**config.mk**
```make
export PLATFORM = sky130hd
export DESIGN_NAME = alu_multicycle
export DESIGN_NICKNAME = d
export VERILOG_FILES = /design/src/rtl/alu_pkg.sv /design/src/rtl/alu_addsub.sv /design/src/rtl/alu_multicycle.sv
export SDC_FILE = /design/constraint.sdc
export NUM_CORES = 1
export LEC_CHECK = 0
export ABC_AREA = 1
export BUFFER_PORTS_ARGS = -buffer_cell sky130_fd_sc_hd__buf_2
export CAP_MARGIN = 20
export CORE_ASPECT_RATIO = 0.7
export CORE_UTILIZATION = 55
export DETAILED_ROUTE_END_ITERATION = 7
export PLACE_DENSITY = 0.84
export SLEW_MARGIN = 20
export SYNTH_ARGS = -nofsm -noshare
export SYNTH_HDL_FRONTEND = slang
export SYNTH_SLANG_ARGS = --single-unit
```
**constraint.sdc**
```tcl
create_clock -name clk -period 2.7 [get_ports clk]
set_input_delay 0 -clock clk [delete_from_list [all_inputs] [get_ports clk]]
set_output_delay 0 -clock clk [all_outputs]
set_load 0.02 [all_outputs]
```
**src/rtl/alu_pkg.sv**
```systemverilog
// rtl/alu_pkg.sv - shared op encodings and FSM state type for the multicycle ALU
package alu_pkg;

    typedef enum logic [2:0] {
        OP_AND  = 3'b000,
        OP_OR   = 3'b001,
        OP_ADD  = 3'b010,
        OP_SUB  = 3'b011,
        OP_SLT  = 3'b100,
        OP_SLTU = 3'b101,
        OP_MUL  = 3'b110,
        OP_XOR  = 3'b111
    } op_e;

    typedef enum logic [1:0] {
        ST_IDLE = 2'd0,
        ST_MUL  = 2'd1,
        ST_DONE = 2'd2
    } state_e;

endpackage

```
**src/rtl/alu_addsub.sv**
```systemverilog
// rtl/alu_addsub.sv - adder with optional B inversion and carry-in, exposing carry and signed overflow
module alu_addsub #(
    parameter int WIDTH = 32
) (
    input  logic [WIDTH-1:0] a,
    input  logic [WIDTH-1:0] b,
    input  logic             invert_b,
    input  logic             carry_in,
    output logic [WIDTH-1:0] sum,
    output logic             carry_out,
    output logic             overflow
);

    logic [WIDTH-1:0] b_eff;
    logic [WIDTH-1:0] low;
    logic [1:0]       top;

    assign b_eff = invert_b ? ~b : b;

    // Split at the MSB so the carry into the sign bit is visible for overflow.
    assign low = {1'b0, a[WIDTH-2:0]} + {1'b0, b_eff[WIDTH-2:0]}
               + {{(WIDTH-1){1'b0}}, carry_in};
    assign top = {1'b0, a[WIDTH-1]} + {1'b0, b_eff[WIDTH-1]} + {1'b0, low[WIDTH-1]};

    assign sum       = {top[0], low[WIDTH-2:0]};
    assign carry_out = top[1];
    assign overflow  = top[1] ^ low[WIDTH-1];

endmodule

```
**src/rtl/alu_multicycle.sv**
```systemverilog
// rtl/alu_multicycle.sv - ALU with single-cycle logic/arith ops and a WIDTH-cycle shift-add multiplier
module alu_multicycle
    import alu_pkg::*;
#(
    parameter int WIDTH = 32
) (
    input  logic             clk,
    input  logic             rst_n,
    input  logic             in_valid,
    output logic             in_ready,
    input  logic [WIDTH-1:0] a,
    input  logic [WIDTH-1:0] b,
    input  logic [2:0]       op,
    output logic             out_valid,
    input  logic             out_ready,
    output logic [WIDTH-1:0] result,
    output logic             zero,
    output logic             carry_out,
    output logic             overflow,
    output logic             busy
);

    localparam int CW = $clog2(WIDTH) + 1;
    localparam logic [CW-1:0] LAST_STEP = CW'(WIDTH - 1);

    state_e           state, state_nxt;
    op_e              op_sel;
    logic             accept;
    logic [WIDTH-1:0] as_sum;
    logic             as_cout, as_ovf, as_sub;
    logic [WIDTH-1:0] alu_res;
    logic             alu_c, alu_v;
    logic [CW-1:0]    mul_cnt;
    logic [WIDTH-1:0] mul_acc, mul_mcand, mul_mplier, mul_acc_nxt;

    assign op_sel = op_e'(op);
    assign accept = in_valid & in_ready;
    assign as_sub = (op_sel != OP_ADD);

    alu_addsub #(.WIDTH(WIDTH)) u_addsub (
        .a         (a),
        .b         (b),
        .invert_b  (as_sub),
        .carry_in  (as_sub),
        .sum       (as_sum),
        .carry_out (as_cout),
        .overflow  (as_ovf)
    );

    always_comb begin
        alu_res = '0;
        alu_c   = 1'b0;
        alu_v   = 1'b0;
        case (op_sel)
            OP_AND:  alu_res = a & b;
            OP_OR:   alu_res = a | b;
            OP_XOR:  alu_res = a ^ b;
            OP_ADD, OP_SUB: begin
                alu_res = as_sum;
                alu_c   = as_cout;
                alu_v   = as_ovf;
            end
            OP_SLT:  alu_res = {{(WIDTH-1){1'b0}}, as_sum[WIDTH-1] ^ as_ovf};
            OP_SLTU: alu_res = {{(WIDTH-1){1'b0}}, ~as_cout};
            default: alu_res = '0;
        endcase
    end

    assign mul_acc_nxt = mul_acc + (mul_mplier[0] ? mul_mcand : '0);

    always_ff @(posedge clk or negedge rst_n) begin
        if (!rst_n) state <= ST_IDLE;
        else        state <= state_nxt;
    end

    always_comb begin
        state_nxt = state;
        case (state)
            ST_IDLE: if (accept) state_nxt = (op_sel == OP_MUL) ? ST_MUL : ST_DONE;
            ST_MUL:  if (mul_cnt == LAST_STEP) state_nxt = ST_DONE;
            ST_DONE: begin
                if (accept)         state_nxt = (op_sel == OP_MUL) ? ST_MUL : ST_DONE;
                else if (out_ready) state_nxt = ST_IDLE;
            end
            default: state_nxt = ST_IDLE;
        endcase
    end

    always_comb begin
        in_ready  = (state == ST_IDLE) || ((state == ST_DONE) && out_ready);
        out_valid = (state == ST_DONE);
        busy      = (state == ST_MUL);
    end

    // Result and flags only change at an accept or on the final multiply step,
    // so they stay put while a result waits for out_ready.
    always_ff @(posedge clk or negedge rst_n) begin
        if (!rst_n) begin
            result     <= '0;
            zero       <= 1'b1;
            carry_out  <= 1'b0;
            overflow   <= 1'b0;
            mul_cnt    <= '0;
            mul_acc    <= '0;
            mul_mcand  <= '0;
            mul_mplier <= '0;
        end else if (accept) begin
            if (op_sel == OP_MUL) begin
                mul_mcand  <= a;
                mul_mplier <= b;
                mul_acc    <= '0;
                mul_cnt    <= '0;
            end else begin
                result    <= alu_res;
                zero      <= (alu_res == '0);
                carry_out <= alu_c;
                overflow  <= alu_v;
            end
        end else if (state == ST_MUL) begin
            mul_acc    <= mul_acc_nxt;
            mul_mcand  <= mul_mcand << 1;
            mul_mplier <= mul_mplier >> 1;
            mul_cnt    <= mul_cnt + CW'(1);
            if (mul_cnt == LAST_STEP) begin
                result    <= mul_acc_nxt;
                zero      <= (mul_acc_nxt == '0);
                carry_out <= 1'b0;
                overflow  <= 1'b0;
            end
        end
    end

endmodule

```
==> run summary <==
R2R cell count - 21
Final Wtd Congestion - 1.056
nets@finish - 2808
Setup crit end - zero
Reg-to-Reg Start - mul_mplier[0]
final worst slack - -0.7472 ns
CTS Buf Count - 17
Final Hold Fails - 0
Max Fanout on Critical Path - 8
unrepaired setup endpoints after global routing - yes
WP data arrival - 3.82 ns
CTS tree - done
Ant. Diodes - 0
worst slew pin tran - 0.7704 ns
critical path class - input pin to flop
Layout Skew - 0.01450 ns
Die Span Y - 133.4 um
Mapped Cells - 2166
f_max - 0.2901 GHz
Top FF cell, synth - dfrtp_1
Final Core Density - 0.7821
H-tree levels - 4
die area - 0.02529 mm2
slowest stage delay, CP - 0.52 ns
crit path from - op[0]
Max-slew headroom - 0.4864
vias in the first global route - 15360
status - finished, violations left
clock-pin slew on the worst setup and hold paths - 0.06 ns
total number of vias - 17090
DRT Wirelength - 53780 um
routed length per instance - 18.31 um
Peak VDD IR - 0.001039 V
row cnt - 47
Port Buffer Count - 108
Fin Setup TNS - -1.478 ns
CTS root buf - clkbuf_16
Mapped Avg Cell Area - 6.259 um2
most frequent CP cell - nor2_1
Slowest cell on crit path - fa_1
Worst-Skew Late Latency - 0.44 ns
maximum buffer depth of the clock tree - 2
Overflow after GRT - 0
R2R Setup Slk - -0.46 ns
post-synthesis cell type count - 40
commonest non-fill, non-tap cell in the layout - nand2_1
Synth async-reset ratio - 1.000
Worst EP required - 3.07 ns
pwr dens - 1088 mW/mm2
critical register-to-register path endpoint - zero
CTS Sinks - 139
most frequent cells in the layout - 694 x nand2_1, 342 x inv_1, 326 x buf_4
Synth Register Bits - 139
Initial Util - 0.5665
failing checks - setup timing
type of origin of the critical path - input pin
first-pass GRT wire length - 78590 um
initial drt markers - 2476
residual DRC count - 0
crit end category - flop
DR vias/cell - 5.817
final setup fails - 6
die extent in x - 189.7 um
register area share after synthesis - 0.2566
dpl ws - -1.265 ns
post-route ant nets - 0
min-delay worst type - input pin to flop
initial antenna violation count - 1
Final period util - 1.277
hpwl dp - 38280 um
area grow syn2layout - 38.06%
core area - 0.02393 mm2
Ports - 109
DRT Pass-1 Iters - 7
share of layout cells above drive strength 1 - 0.2592
leakage power - 10.40 nW
number of synthesized flops with an enable pin - 0
Total GRT Usage - 0.3978
min cycle time layout - 3.447 ns
Max-Cap Viols - 0
Final Max Slew Viols - 0
Mapped Nets - 2367
synthesized cell area - 0.01356 mm2
overall power - 20.36 mW
pin count of the biggest net entering global routing - 73
YS warnings - 0
[sequential cells by signal, indices dropped and copies added, names as in the netlist]
name and cells:
state 2, overflow 1, result 32, zero 1
mul_acc 32, mul_mplier 32, carry_out 1, mul_mcand 32
mul_cnt 6
[metrics by stage]
step | hold WS (ns) | instance area (um2) | cells
CTS | 0.001730 | 17760 | 2915
finish | 0.004757 | 18720 | 2938
detailed placement | 0.06473 | 16680 | 2839
floorplan | -0.2956 | 13640 | 2166
global route | 0.007920 | 18720 | 2938
global placement | 0.05692 | 16680 | 2839
[worst max-delay path: cells and delay by family]
kind,cells,cell delay [ns]
AOI/OAI and AO/OA,1,0.19
adders and majority gates,2,0.90
and+or+nand+nor,20,1.91
xor gates and xnor gates,1,0.14
buffers and inverters,6,0.65
[synthesized netlist by cell type, types with 19 or more instances]
library cell | n | area (um2)
a31oi_1 | 83 | 519.3
nor2_1 | 252 | 945.9
nand4_1 | 32 | 200.2
ha_1 | 126 | 1577
dfrtp_1 | 138 | 3453
nand2_1 | 741 | 2781
o21ai_0 | 47 | 235.2
a21oi_1 | 60 | 300.3
buf_2 | 19 | 95.09
xor2_1 | 38 | 332.8
inv_1 | 356 | 1336
nand3_1 | 118 | 590.6
clkbuf_1 | 31 | 116.4
[cell families (layout without fill, tap and decap cells)]
logic type	count (synthesis)	after routing	synth area share
flops	139	139	0.2566
simple gates	1194	1195	0.3612
compound gates	232	232	0.1073
buf+inv	429	882	0.1255
fa+ha+maj	130	130	0.1222
xor+xnor	42	42	0.02713
[worst min-delay path by stage]
stage	slack (ns)	endpoint	startpoint	depth (start not counted)
after floorplan	-0.30	carry_out	rst_n	0
after global placement	0.06	mul_mplier[1]	rst_n	1
after detailed placement	0.06	carry_out	rst_n	1
after CTS	0.002	mul_mcand[9]	a[9]	4
after global routing	0.008	mul_mcand[9]	a[9]	4
final	0.005	mul_mcand[2]	a[2]	4
[where the power goes]
part	switching (mW)	internal, mW	total [mW]
Sequential	0.822	3.06	3.88
Clock	1.00	1.42	2.42
Combinational	8.09	5.97	14.1
[layout make-up]
cell class	count	area [um2]
clock buffers	22	464.2
clock inverters	10	118.9
fillers	1676	5216
inverters	363	1370
multi-input cells	1599	9209
flip-flops and latches	139	3481
well taps	318	397.9
repair buffers	487	3677
[layer usage]
metal | vias to the layer above | GRT usage | wire (um)
li1 | 7718 | - | -
met3 | 274 | 0.09563 | 7229
met4 | 0 | 0.1434 | 2561
met1 | 7816 | 0.5400 | 20560
met2 | 1283 | 0.6160 | 23430
met5 | - | 0 | 0
[timing repair]
action | CTS | global route
hold endpoints to repair | 102 | 0
gates resized for setup | 17 | 180
hold buffers | 34 | 0
pin swaps | 10 | 51
gates cloned | 1 | 3
setup buffers | 9 | 21
endpoints found under the setup margin | 8 | 33
Power figures use the tool's default switching activity.
